==> src/rtl/uart_pkg.sv <==
// Shared UART definitions: FSM state encodings, parity selectors, divider rounding.
// Latency: n/a (constants and a constant function only).
// Backpressure: n/a.
package uart_pkg;

  localparam int PARITY_NONE = 0;
  localparam int PARITY_ODD  = 1;
  localparam int PARITY_EVEN = 2;

  localparam logic [2:0] ST_IDLE   = 3'd0;
  localparam logic [2:0] ST_START  = 3'd1;
  localparam logic [2:0] ST_DATA   = 3'd2;
  localparam logic [2:0] ST_PARITY = 3'd3;
  localparam logic [2:0] ST_STOP   = 3'd4;

  // Oversample-tick divider, rounded to nearest: round(clk_hz / (baud * ovs)).
  function automatic int uart_div(input int clk_hz, input int baud, input int ovs);
    return (clk_hz + (baud * ovs) / 2) / (baud * ovs);
  endfunction

endpackage

==> src/rtl/uart_baud_tick.sv <==
// Oversample tick generator: free-running 0..DIV-1 counter, one-clk os_tick at DIV-1.
// Latency: first tick DIV clks after reset release, then every DIV clks.
// Backpressure: none; free-running.
// Ports: clk, n_rst (async active-low), os_tick (out, 1-clk pulse).
module uart_baud_tick #(
  parameter int DIV = 27
) (
  input  logic clk,
  input  logic n_rst,
  output logic os_tick
);

  localparam int CW = (DIV > 1) ? $clog2(DIV) : 1;
  localparam logic [CW-1:0] CNT_LAST = CW'(DIV - 1);

  logic [CW-1:0] r_cnt;

  always_ff @(posedge clk or negedge n_rst) begin
    if (!n_rst) begin
      r_cnt <= '0;
    end else if (r_cnt == CNT_LAST) begin
      r_cnt <= '0;
    end else begin
      r_cnt <= r_cnt + CW'(1);
    end
  end

  assign os_tick = (r_cnt == CNT_LAST);

endmodule

==> src/rtl/uart_rx_os.sv <==
// Oversampled UART receiver with 2-of-3 mid-bit vote, configurable data/parity/stop format.
// Latency: rx_valid rises 1 clk after the vote tick of the last stop bit.
// Backpressure: one-deep holding register; a frame arriving while it is full is dropped and sets sticky overrun.
// Ports: clk, n_rst (async active-low), rxd (async serial in), rx_data/rx_valid/rx_ready handshake,
//        frame_err, parity_err (qualify the held frame), overrun (sticky until handshake), busy (FSM not idle).
module uart_rx_os #(
  parameter int CLK_HZ    = 50_000_000,
  parameter int BAUD      = 115200,
  parameter int OVS       = 16,
  parameter int DATA_BITS = 8,
  parameter int PARITY    = 0,
  parameter int STOP_BITS = 1
) (
  input  logic                 clk,
  input  logic                 n_rst,
  input  logic                 rxd,
  output logic [DATA_BITS-1:0] rx_data,
  output logic                 rx_valid,
  input  logic                 rx_ready,
  output logic                 frame_err,
  output logic                 parity_err,
  output logic                 overrun,
  output logic                 busy
);
  import uart_pkg::*;

  localparam int DIV = uart_div(CLK_HZ, BAUD, OVS);
  localparam int OW  = $clog2(OVS);
  localparam logic [OW-1:0] OS_S0  = OW'(OVS / 2 - 1);
  localparam logic [OW-1:0] OS_S1  = OW'(OVS / 2);
  localparam logic [OW-1:0] OS_S2  = OW'(OVS / 2 + 1);
  localparam logic [OW-1:0] OS_END = OW'(OVS - 1);
  localparam logic [3:0]    BIT_LAST = 4'(DATA_BITS - 1);

  logic [1:0]           r_sync;
  logic [2:0]           r_state;
  logic [OW-1:0]        r_os_cnt;
  logic [3:0]           r_bit_cnt;
  logic [DATA_BITS-1:0] r_shift;
  logic                 r_s0, r_s1;
  logic                 r_ferr, r_perr;
  logic                 r_seen_high;
  logic [DATA_BITS-1:0] r_data;
  logic                 r_valid, r_frame_err, r_parity_err, r_overrun;

  logic w_tick, w_rxd_s, w_vote, w_vote_tk, w_bit_end, w_done, w_hs;

  uart_baud_tick #(.DIV(DIV)) u_tick (
    .clk     (clk),
    .n_rst   (n_rst),
    .os_tick (w_tick)
  );

  always_ff @(posedge clk or negedge n_rst) begin
    if (!n_rst) r_sync <= 2'b11;
    else        r_sync <= {r_sync[0], rxd};
  end
  assign w_rxd_s = r_sync[1];

  // Third sample is live on the vote tick; the first two were captured on the preceding ticks.
  assign w_vote    = (r_s0 & r_s1) | (r_s0 & w_rxd_s) | (r_s1 & w_rxd_s);
  assign w_vote_tk = w_tick && (r_state != ST_IDLE) && (r_os_cnt == OS_S2);
  assign w_bit_end = w_tick && (r_os_cnt == OS_END);
  // Frame ends mid-way through the final stop bit so a back-to-back start edge is not missed.
  assign w_done    = w_vote_tk && (r_state == ST_STOP) && ((STOP_BITS == 1) || (r_bit_cnt == 4'd1));
  assign w_hs      = r_valid && rx_ready;

  always_ff @(posedge clk or negedge n_rst) begin
    if (!n_rst) begin
      r_state     <= ST_IDLE;
      r_os_cnt    <= '0;
      r_bit_cnt   <= '0;
      r_shift     <= '0;
      r_s0        <= 1'b0;
      r_s1        <= 1'b0;
      r_ferr      <= 1'b0;
      r_perr      <= 1'b0;
      r_seen_high <= 1'b0;
    end else begin
      // A new start needs a high line after the previous frame, so a held break yields one frame, not a stream.
      if (w_done)       r_seen_high <= 1'b0;
      else if (w_rxd_s) r_seen_high <= 1'b1;

      if (w_tick) begin
        if (r_state == ST_IDLE) begin
          if (!w_rxd_s && r_seen_high) begin
            r_state  <= ST_START;
            r_os_cnt <= '0;
            r_ferr   <= 1'b0;
            r_perr   <= 1'b0;
          end
        end else begin
          r_os_cnt <= (r_os_cnt == OS_END) ? '0 : r_os_cnt + OW'(1);
          if (r_os_cnt == OS_S0) r_s0 <= w_rxd_s;
          if (r_os_cnt == OS_S1) r_s1 <= w_rxd_s;
          case (r_state)
            ST_START: begin
              if (w_vote_tk && w_vote) begin
                r_state <= ST_IDLE;
              end else if (w_bit_end) begin
                r_state   <= ST_DATA;
                r_bit_cnt <= '0;
              end
            end
            ST_DATA: begin
              if (w_vote_tk) r_shift <= {w_vote, r_shift[DATA_BITS-1:1]};
              if (w_bit_end) begin
                if (r_bit_cnt == BIT_LAST) begin
                  r_state   <= (PARITY != PARITY_NONE) ? ST_PARITY : ST_STOP;
                  r_bit_cnt <= '0;
                end else begin
                  r_bit_cnt <= r_bit_cnt + 4'd1;
                end
              end
            end
            ST_PARITY: begin
              // Odd: data^p must be 1; even: must be 0.
              if (w_vote_tk) r_perr <= (^r_shift) ^ w_vote ^ (PARITY == PARITY_ODD);
              if (w_bit_end) r_state <= ST_STOP;
            end
            ST_STOP: begin
              if (w_vote_tk) r_ferr <= r_ferr | ~w_vote;
              if (w_done)         r_state   <= ST_IDLE;
              else if (w_bit_end) r_bit_cnt <= 4'd1;
            end
            default: r_state <= ST_IDLE;
          endcase
        end
      end
    end
  end

  always_ff @(posedge clk or negedge n_rst) begin
    if (!n_rst) begin
      r_data       <= '0;
      r_valid      <= 1'b0;
      r_frame_err  <= 1'b0;
      r_parity_err <= 1'b0;
      r_overrun    <= 1'b0;
    end else begin
      if (w_done && (!r_valid || rx_ready)) begin
        r_data       <= r_shift;
        r_frame_err  <= r_ferr | ~w_vote;
        r_parity_err <= r_perr;
        r_valid      <= 1'b1;
      end else if (w_hs) begin
        r_valid      <= 1'b0;
        r_frame_err  <= 1'b0;
        r_parity_err <= 1'b0;
      end
      if (w_hs)                   r_overrun <= 1'b0;
      else if (w_done && r_valid) r_overrun <= 1'b1;
    end
  end

  assign rx_data    = r_data;
  assign rx_valid   = r_valid;
  assign frame_err  = r_frame_err;
  assign parity_err = r_parity_err;
  assign overrun    = r_overrun;
  assign busy       = (r_state != ST_IDLE);

endmodule
==> config.mk <==
export PLATFORM = sky130hd
export DESIGN_NAME = uart_rx_os
export DESIGN_NICKNAME = d
export VERILOG_FILES = /design/src/rtl/uart_pkg.sv /design/src/rtl/uart_baud_tick.sv /design/src/rtl/uart_rx_os.sv
export SDC_FILE = /design/constraint.sdc
export NUM_CORES = 1
export LEC_CHECK = 0
export BUFFER_PORTS_ARGS = -buffer_cell sky130_fd_sc_hd__buf_2
export CORE_MARGIN = 1
export CORE_UTILIZATION = 50
export CTS_CLUSTER_DIAMETER = 80
export DETAILED_ROUTE_END_ITERATION = 12
export HOLD_SLACK_MARGIN = 0.08
export PLACE_DENSITY = 0.68
export RECOVER_POWER = 100
export SLEW_MARGIN = 20
export SYNTH_ARGS = -nofsm -noshare
export SYNTH_HDL_FRONTEND = slang
export SYNTH_SLANG_ARGS = --single-unit
==> constraint.sdc <==
create_clock -name clk -period 4.4 [get_ports clk]
set_input_delay 0 -clock clk [delete_from_list [all_inputs] [get_ports clk]]
set_output_delay 0 -clock clk [all_outputs]
set_load 0.03 [all_outputs]
# --- Word level (Yosys, flattened, before mapping) ---
# Index checks and enable logic that the tools add are counted.
word_totals:
  out_inout_bits: 13
  in_bits: 4
  register_bits: 43
classes:
  reduce_logical: 30
  bitwise: 9
  add_sub_neg: 3
  mux: 35
  eq_ne: 21
ops:
  columns: ["cell", "count"]
  rows:
  - ["4-bit two-way mux", 9]
  - ["3-bit two-way mux", 8]
  - ["1-bit two-way mux", 15]
  - ["4-bit == test (second input constant)", 3]
  - ["3-bit one-hot mux with 4 select lines", 1]
  - ["4-bit one-hot mux with 3 select lines", 1]
  - ["4-bit AND reduction", 3]
  - ["2-bit nonzero test", 6]
  - ["2-bit inequality test (second input constant)", 5]
  - ["1-bit logical AND", 9]
  - ["3-bit inequality test (second input constant)", 3]
  - ["4-bit by 1-bit adder with 4-bit output (second input constant)", 2]
  - ["4-bit by 3-bit == test with 1-bit output (second input constant)", 2]
  - ["8-bit AND reduction", 1]
  - ["8-bit parity", 1]
  - ["7-bit AND reduction", 1]
  - ["3-bit by 2-bit == test with 1-bit output (second input constant)", 2]
  - ["3-bit AND reduction", 2]
  - ["3-bit nonzero test", 2]
  - ["5-bit by 1-bit adder with 5-bit output (second input constant)", 1]
  - ["5-bit == test (second input constant)", 1]
  - ["5-bit two-way mux", 1]
  - ["4-bit inequality test (second input constant)", 1]
  - ["1-bit AND", 3]
  - ["11 further kinds", 15]

# --- Depth between registers and ports, before layout ---
# Gate-level depths: netlist of run 1.
depth:
  depth_word: 8
  depth_mapped: 7

# --- Modules after synthesis ---
# From an unflattened synthesis of run 1, not the netlist that was laid out.
hier_totals:
  hier_cells: 188
  area_unflattened_um2: 2213.4
modules_own_cells:
  columns: ["mod", "cells_per_inst", "area_per_inst_um2", "instances"]
  rows:
  - ["uart_rx_os", 164, 1946.9, 1]
  - ["uart_baud_tick", 24, 266.5, 1]

# --- Worst setup path after synthesis of run 1 ---
# OpenSTA, ideal clock, no wires.
synth_timing:
  path_type: "flip-flop to flip-flop"
  from: "reg r_os_cnt[1]"
  to: "reg r_shift[0]"
  slack_ps: 2712
  arrival_time_ps: 1564
  stages_incl_launch_ff: 8
  period_less_slack_ps: 1688
  setup_ps: 125
  required_ps: 4275
  path_cell_list: "dfrtp_1 > inv_1 > ha_1 > nand3b_4 > nor2_1 > and2_1 > buf_2 > mux2_2"
synth_between:
  elab_chain_cells: 3
synth_rtl:
  columns: ["element", "line", "source"]
  rows:
  - ["from (decl)", "uart_rx_os.sv:37", "logic [OW-1:0] r_os_cnt;"]
  - ["from (signal assigned)", "uart_rx_os.sv:93", "r_os_cnt <= (r_os_cnt == OS_END) ? '0 : r_os_cnt + OW'(1);"]
  - ["4-bit == test", "uart_rx_os.sv:62", "assign w_vote_tk = w_tick && (r_state != ST_IDLE) && (r_os_cnt == OS_S2);"]
  - ["1-bit logical AND", "uart_rx_os.sv:62", null]
  - ["4-bit AND reduction (no line)", null, null]
  - ["to (signal assigned)", "uart_rx_os.sv:106", "if (w_vote_tk) r_shift <= {w_vote, r_shift[DATA_BITS-1:1]};"]
  - ["to (decl)", "uart_rx_os.sv:39", "logic [DATA_BITS-1:0] r_shift;"]
# Every way passes these cells.
# A chain may end at the register's enable or synchronous reset.

# --- Worst setup path after layout of run 1 ---
layout_timing:
  from: "reg u_tick.r_cnt[0]"
  to: "reg r_parity_err, in the netlist parity_err"
layout_between:
  elab_chain_cells: 6
layout_rtl:
  columns: ["element", "line", "source"]
  rows:
  - ["from (decl)", "uart_baud_tick.sv:16", "logic [CW-1:0] r_cnt;"]
  - ["from (signal assigned)", "uart_baud_tick.sv:24", "r_cnt <= r_cnt + CW'(1);"]
  - ["5-bit == test (*)", "uart_baud_tick.sv:28", "assign os_tick = (r_cnt == CNT_LAST);"]
  - ["1-bit logical AND (*) (2 in series)", "uart_rx_os.sv:62", null]
  - ["1-bit logical AND (*)", "uart_rx_os.sv:65", "assign w_done = w_vote_tk && (r_state == ST_STOP) && ((STOP_BITS == 1) || (r_bit_cnt == 4'd1));"]
  - ["1-bit logical AND (*)", "uart_rx_os.sv:141", "if (w_done && (!r_valid || rx_ready)) begin"]
  - ["1-bit two-way mux or 2-bit nonzero test (tied branches)", null, null]
  - ["to (signal assigned)", "uart_rx_os.sv:144", "r_parity_err <= r_perr;"]
  - ["to (decl)", "uart_rx_os.sv:44", "logic r_valid, r_frame_err, r_parity_err, r_overrun;"]
# Mark *: on every way between the ends. The rest lies on a longest branch, timed or not.

==> impl_metrics.ini, run 1 <==
[layout]
layout_common_cells = dfrtp_1 (41), mux2_2 (19), o21ai_0 (18)
final_core_util = 0.571
fin_area_um2 = 2330
num-nets-final = 217
drive_above_1_share = 0.163
synthToLayoutAreaGrowth_pct = 8.05
final_common_cell = dfrtp_1
n_antenna_cell = 0

[placement]
port_buffers = 16
gp_congestion = 0.780
dpl_cell_area_um2 = 2260
dp_hpwl_um = 2760

[detailed_routing]
first_iter_violations = 111
drcViolationCount = 0
wirelength_um = 3970
via_per_inst = 5.65
drt_pass1_iterations = 4
final_antenna_net_count = 0
dr_total_vias = 1458
routedWlPerCell_um = 15.4

[floorplanning]
dieHeight_um = 67.7
dieArea_um2 = 4590
ioPinCount = 17
coreArea_um2 = 4090
fp.dieW_um = 67.7
rows = 23
initial_core_util = 0.528

[pwr]
cellPowerDensity_nw_per_um2 = 280
power.leakage_nw = 1.02
ir_drop_v = 0.000210

[timing]
hold_viol = 0
setup_viol = 0
fin_crit_sh = 0.546
max_slew_margin = -0.510
setup_tns_ns = 0
whs_ns = 0.347
worstMarginPinSlew_ns = 2.26
fmax_mhz = 416
rsz0062_at_grt = false
skew_ns = 0.00670
report.final.slew_viol_count = 44
final.min_clock_period_ns = 2.40

[synth]
syn_inst = 187
synth_edf_count = 0
async_reset_ff_frac = 1.00
synth-seq-area-share = 0.499
synth_flop_cell = dfrtp_1
ys_types = 41
synth_area_um2 = 2160
syn_avg_cell_area_um2 = 11.5
ys.warnings.count = 0
synth_seq_cells = 43
syn-num-nets = 197

[global_routing]
antenna_found_initial = 0
grt_usage = 0.196
grt_max_degree = 44
grt_pass1_wl_um = 6660
grt_pass1_vias = 1463
grt_overflow = 0

[setup_path]
critPathTopFamily = simple AND/OR/NAND/NOR gates
crit_type = register to register
arrival_ns = 2.58
path_cells = inv_1, ha_1, nand4b_1, nor3_1, mux2i_1, o21ai_0
crit_fanout = 11
cp_slowest_cell = nor3_1
start_kind = register
slowest_delay_ns = 0.91
path_buf_inv = 1
critPathCaptureType = register
critPathRequiredTime_ns = 4.58

[clock_network]
clk_pin_slew_ns = 0.08
cts_htree_levels = 2
clock_sinks = 43
cts_root_buf = clkbuf_8
ctsLongestPathBuffers = 2
clk_latency_ns = 0.29
cts-buffers-inserted = 5
cts_setup_buffers = 0
cts_tree = yes

[status]
status = finished, violations left
violations = capacitance limit, slew limit

[job]
cap_violations = 1

[hold_path]
hold_class = input port to register
cell type report:
class / instances / area [um^2]
Timing Repair Buffer: 19 / 92.6
Sequential cell: 43 / 1080
Inverter: 4 / 15.0
Clock inverter: 2 / 12.5
Clock buffer: 6 / 72.6
Multi-Input combinational cell: 134 / 1000
Tap cell: 50 / 62.6
Fill cell: 353 / 1750
state kept, by name, indices dropped and copies added, names as in the netlist, 2 cells and up:
signal        count
r_shift           8
r_os_cnt          4
r_state           3
u_tick.r_cnt      5
r_sync            2
rx_data           8
r_bit_cnt         4
repair_timing:
item / in CTS / in global routing
endpoints found under the hold margin: 46 / 0
gates resized for setup: 0 / 0
hold buffers: 3 / 0
logic make-up after synthesis:
family / Yosys count / synth area share
simple gates: 60 / 0.170
flops: 43 / 0.499
compound gates: 33 / 0.0962
mux: 23 / 0.118
xor+xnor: 11 / 0.0510
buf+inv: 10 / 0.0266
fa+ha+maj: 7 / 0.0394
worst paths after layout:
| kind | slack [ns] | to | from | depth (start not counted) |
|---|---|---|---|---|
| max in group asynchronous | 2.19 | u_tick.r_cnt[2] | n_rst | 2 |
| min in group asynchronous | 0.92 | r_os_cnt[0] | n_rst | 2 |
| setup / recovery | 2.00 | parity_err | u_tick.r_cnt[0] | 6 |
| hold reg to reg | 0.37 | r_sync[1] | r_sync[0] | 0 |
| setup reg to reg | 2.00 | parity_err | u_tick.r_cnt[0] | 6 |
| hold / removal | 0.35 | r_sync[0] | rxd | 2 |
stage by stage:
stage / std cells / power, mW / setup WS, ns
finish: 258 / 0.653 / 2.00
global route: 258 / 0.676 / 1.63
CTS: 258 / 0.659 / 2.10
detailed placement: 247 / 0.415 / 2.11
global placement: 247 / 0.415 / 2.22
floorplan: 187 / 0.405 / 2.71
cells in the mapped netlist (3+ instances only):
cell type,number,area share
nand2b_1,4,0.012
nor2_1,12,0.021
xnor2_1,8,0.032
mux2_2,19,0.099
nand4b_1,3,0.012
inv_1,4,0.0070
o21ai_0,15,0.035
and2_1,3,0.0087
nand3_1,6,0.014
a21oi_1,5,0.012
nand2_1,12,0.021
buf_2,4,0.0093
ha_1,6,0.035
o21ai_1,3,0.0070
mux2i_1,4,0.019
dfrtp_1,41,0.48
a32oi_1,3,0.012
nor2b_1,4,0.012
where the power goes:
part | internal [mW] | switching, mW
combinational | 0.00282 | 0.00842
sequential | 0.397 | 0.000943
clock | 0.111 | 0.134
metal layers:
layer | routed length (um) | track usage | share of wire | up-vias
met4 | 21 | 0.0585 | 0.0053 | 0
met1 | 1800 | 0.246 | 0.45 | 723
met3 | 128 | 0.0524 | 0.032 | 2
li1 | - | - | - | 707
met5 | 0 | 0 | 0 | -
met2 | 2020 | 0.327 | 0.51 | 26
Note: power is estimated with default switching activity, not from simulation.
==> run 2: changes to the inputs <==
- clock period: 4.4 -> 2.44 ns (I/O delays scaled with it)
==> impl_metrics.ini, run 2 (synthesis gave the netlist of run 1 again) <==
[status]
status = complete, no violations

[clock_network]
cts-buffers-inserted = 5
cts_root_buf = clkbuf_8
clk_latency_ns = 0.30
ctsLongestPathBuffers = 2
clock_sinks = 43
cts_htree_levels = 2
clk_pin_slew_ns = 0.08
cts_tree = yes

[global_routing]
grt_pass1_vias = 1452
grt_pass1_wl_um = 6840
antenna_found_initial = 0
grt_usage = 0.209
grt_max_degree = 44
grt_overflow = 0

[detailed_routing]
via_per_inst = 5.75
first_iter_violations = 115
dr_total_vias = 1496
final_antenna_net_count = 0
drcViolationCount = 0
routedWlPerCell_um = 15.7
wirelength_um = 4090
drt_pass1_iterations = 4

[placement]
port_buffers = 16
pre_cts_slack_ns = 0.484
gp_congestion = 0.891
dp_hpwl_um = 2980

[timing]
whs_ns = 0.360
final.min_clock_period_ns = 2.08
report.final.slew_viol_count = 0
fin_crit_sh = 0.854
fmax_mhz = 480
skew_ns = 0.00746
worst_slack_ns = 0.357
setup_tns_ns = 0
setup_viol = 0
rsz0062_at_grt = false
worstMarginPinSlew_ns = 1.04
max_slew_margin = 0.306
hold_viol = 0

[setup_path]
rr_endpoint = rx_data[7]
r2r_start = r_os_cnt[1]
arrival_ns = 2.26
start_kind = register
r2r_setup_slack_ns = 0.36
crit_type = register to register
critPathRequiredTime_ns = 2.62
critPathCaptureType = register
reg2reg_depth = 6
crit_fanout = 8

[job]
cap_violations = 0

[floorplanning]
rows = 23
ioPinCount = 17
dieArea_um2 = 4590
dieHeight_um = 67.7
fp.dieW_um = 67.7
initial_core_util = 0.528
coreArea_um2 = 4090

[layout]
drive_above_1_share = 0.167
multiInputGateArea_um2 = 998
regArea_um2 = 1080
layout_common_cells = dfrtp_1 (41), mux2_2 (19), o21ai_0 (18)
num-nets-final = 220
n_antenna_cell = 0
fillers = 362
synthToLayoutAreaGrowth_pct = 9.56
final_common_cell = dfrtp_1

[pwr]
cellPowerDensity_nw_per_um2 = 538
ir_drop_v = 0.000344
power.leakage_nw = 1.01
total_power_mw = 1.27

[hold_path]
hold_class = register to register
hold_end = r_sync[1]
hp-start = r_sync[0]
worstHoldPathCells = 0
-- run 2: timing repair --
action,in CTS,in global routing
hold buffers,3,0
gates resized for setup,0,0
buffers inserted,0,0
endpoints found under the hold margin,46,0
-- run 2: power breakdown --
part | switching [mW] | internal, mW
Combinational | 0.0153 | 0.00530
Clock | 0.235 | 0.300
Sequential | 0.00175 | 0.715
Total | 0.252 | 1.02
-- run 2: per-stage QoR --
stage / util / cells / instance area (um^2)
floorplan: - / 187 / 2160
global placement: 0.558 / 250 / 2280
detailed placement: 0.558 / 250 / 2280
CTS: 0.591 / 260 / 2410
global route: 0.579 / 260 / 2370
finish: 0.579 / 260 / 2370
-- run 2: final cells by class --
cell class / count / share of cell area
flip-flops and latches: 43 / 0.456
multi-input cells: 134 / 0.422
repair buffers: 22 / 0.0460
clock buffers: 6 / 0.0307
well taps: 50 / 0.0264
clock inverters: 1 / 0.0127
inverters: 4 / 0.00635
-- run 2: how the worst max path moves through the flow --
stage / from / to / slack [ns] / cells after the start
2_1_floorplan: r_os_cnt[1] / r_shift[0] / 0.75 / 7
3_3_place_gp: u_tick.r_cnt[0] / r_shift[3] / 0.60 / 6
3_5_place_dp: r_os_cnt[1] / r_shift[6] / 0.48 / 6
4_1_cts: u_tick.r_cnt[0] / r_shift[6] / 0.46 / 6
5_1_grt: r_os_cnt[1] / rx_data[7] / 0.23 / 6
6_report: r_os_cnt[1] / rx_data[7] / 0.36 / 6
-- run 2: per-layer routing --
layer,share of wire,up-vias,GRT usage
li1,-,716,-
met1,0.45,755,0.255
met2,0.51,19,0.349
met3,0.027,6,0.0574
met4,0.014,0,0.0771
met5,0,-,0
-- run 2: worst max-delay path, stage by stage (launching register included) --
cell	delay [ns]
dfrtp_1	0.41
inv_1	0.09
ha_1	0.15
nand3b_1	0.21
nor2_1	0.25
nand4_1	0.42
mux2_2	0.43
==> run 3: changes to the inputs <==
- CORE_UTILIZATION: 50 -> 40
- MAX_ROUTING_LAYER: default -> met4
- PLACE_DENSITY: 0.68 -> default
==> impl_metrics.ini, run 3 (synthesis gave the netlist of run 1 again) <==
[status]
status = complete, no violations

[clock_network]
clk_pin_slew_ns = 0.09
cts_root_buf = clkbuf_8
cts_htree_levels = 2
clk_latency_ns = 0.30
cts-buffers-inserted = 5
cts-resized-gates = 0
cts_tree = yes
clock_sinks = 43
ctsHoldBuffers = 3
ctsLongestPathBuffers = 2
cts_setup_buffers = 0

[global_routing]
grt_pass1_wl_um = 6490
grt_usage = 0.159
grt_max_degree = 44
grt_pass1_vias = 1344
grt_overflow = 0
antenna_found_initial = 0

[timing]
rsz0062_at_grt = false
max_slew_margin = 0.293
report.final.slew_viol_count = 0
fin_crit_sh = 0.865
skew_ns = 0.00683
setup_viol = 0
final.min_clock_period_ns = 2.11
fmax_mhz = 474
worstMarginPinSlew_ns = 1.06
setup_tns_ns = 0
hold_viol = 0

[detailed_routing]
drcViolationCount = 0
wirelength_um = 3860
first_iter_violations = 73
final_antenna_net_count = 0
via_per_inst = 5.15
routedWlPerCell_um = 13.8
dr_total_vias = 1442
drt_pass1_iterations = 4

[hold_path]
hold_class = input port to register
worstHoldPathCells = 2
hold_end = r_sync[0]
hp-start = rxd

[floorplanning]
rows = 26
dieArea_um2 = 5700
dieHeight_um = 75.5
fp.dieW_um = 75.5
coreArea_um2 = 5140
initial_core_util = 0.420
ioPinCount = 17

[layout]
synthToLayoutAreaGrowth_pct = 10.3
layout_common_cells = dfrtp_1 (41), mux2_2 (19), o21ai_0 (18)
regArea_um2 = 1080
final_common_cell = dfrtp_1
fillers = 499
multiInputGateArea_um2 = 1010
final_core_util = 0.463
num-nets-final = 219
fin_area_um2 = 2380
fin_cells = 280
drive_above_1_share = 0.176
n_antenna_cell = 0

[setup_path]
r2r_start = r_state[1]
critPathCaptureType = register
crit_type = register to register
start_kind = register
crit_fanout = 13
reg2reg_depth = 3
rr_endpoint = r_shift[4]
critPathRequiredTime_ns = 2.63
r2r_setup_slack_ns = 0.33
arrival_ns = 2.30

[placement]
dp_hpwl_um = 2530
dpl_cell_area_um2 = 2300
port_buffers = 16
dp_cells = 269
gp_congestion = 0.747

[pwr]
cellPowerDensity_nw_per_um2 = 503
ir_drop_v = 0.000348
power.leakage_nw = 1.04

[job]
cap_violations = 0
==> run 3: cell count changes in the layout (fill, tap and decap cells not counted) <==
cell	before	now
nand3b_1	3	2
clkbuf_1	16	15
nand3b_4	0	1
bufinv_16	1	0
and2_1	3	2
clkinvlp_4	0	2
and2_0	0	1
buf_4	1	0
clkinv_2	0	1
==> run 3: through the flow <==
step	power (mW)	hold WS (ns)	worst slack, ns
2_1_floorplan	0.731	-0.296	0.752
3_3_place_gp	0.750	0.106	0.550
3_5_place_dp	0.750	0.108	0.485
4_1_cts	1.22	0.334	0.465
5_1_grt	1.25	0.341	0.212
6_report	1.20	0.350	0.330
==> run 3: where the power goes <==
group / internal (mW) / switching (mW)
clock network: 0.199 / 0.261
registers: 0.715 / 0.00175
logic: 0.00530 / 0.0155
==> run 3: how the worst max path moves through the flow <==
stage | startpoint | endpoint | slack (ns) | cells after the start
final | r_state[1] | r_shift[4] | 0.33 | 3
after global routing | u_tick.r_cnt[0] | r_shift[4] | 0.21 | 6
after CTS | r_state[1] | r_shift[4] | 0.46 | 3
after detailed placement | r_state[1] | r_shift[4] | 0.48 | 3
after global placement | r_state[1] | r_shift[1] | 0.55 | 3
after floorplan | r_os_cnt[1] | r_shift[0] | 0.75 | 7
==> run 3: layout make-up <==
class,instances,share of cell area
Clock buffer,5,0.0289
Clock inverter,3,0.00840
Inverter,4,0.00630
Multi-Input combinational cell,134,0.424
Sequential cell,43,0.453
Tap cell,70,0.0368
Timing Repair Buffer,21,0.0425
==> run 3: critical path, stage by stage, from the launching register on <==
cell and delay (ns):
dfrtp_1 0.59, nor3b_2 0.44, and2_0 0.56, mux2_2 0.41
==> run 3: routing by layer <==
metal | up-vias | track usage | part of all wire
met1 | 707 | 0.221 | 0.51
met4 | 0 | 0.0617 | 0.016
li1 | 709 | - | -
met5 | - | - | 0
met2 | 21 | 0.221 | 0.44
met3 | 5 | 0.0397 | 0.028
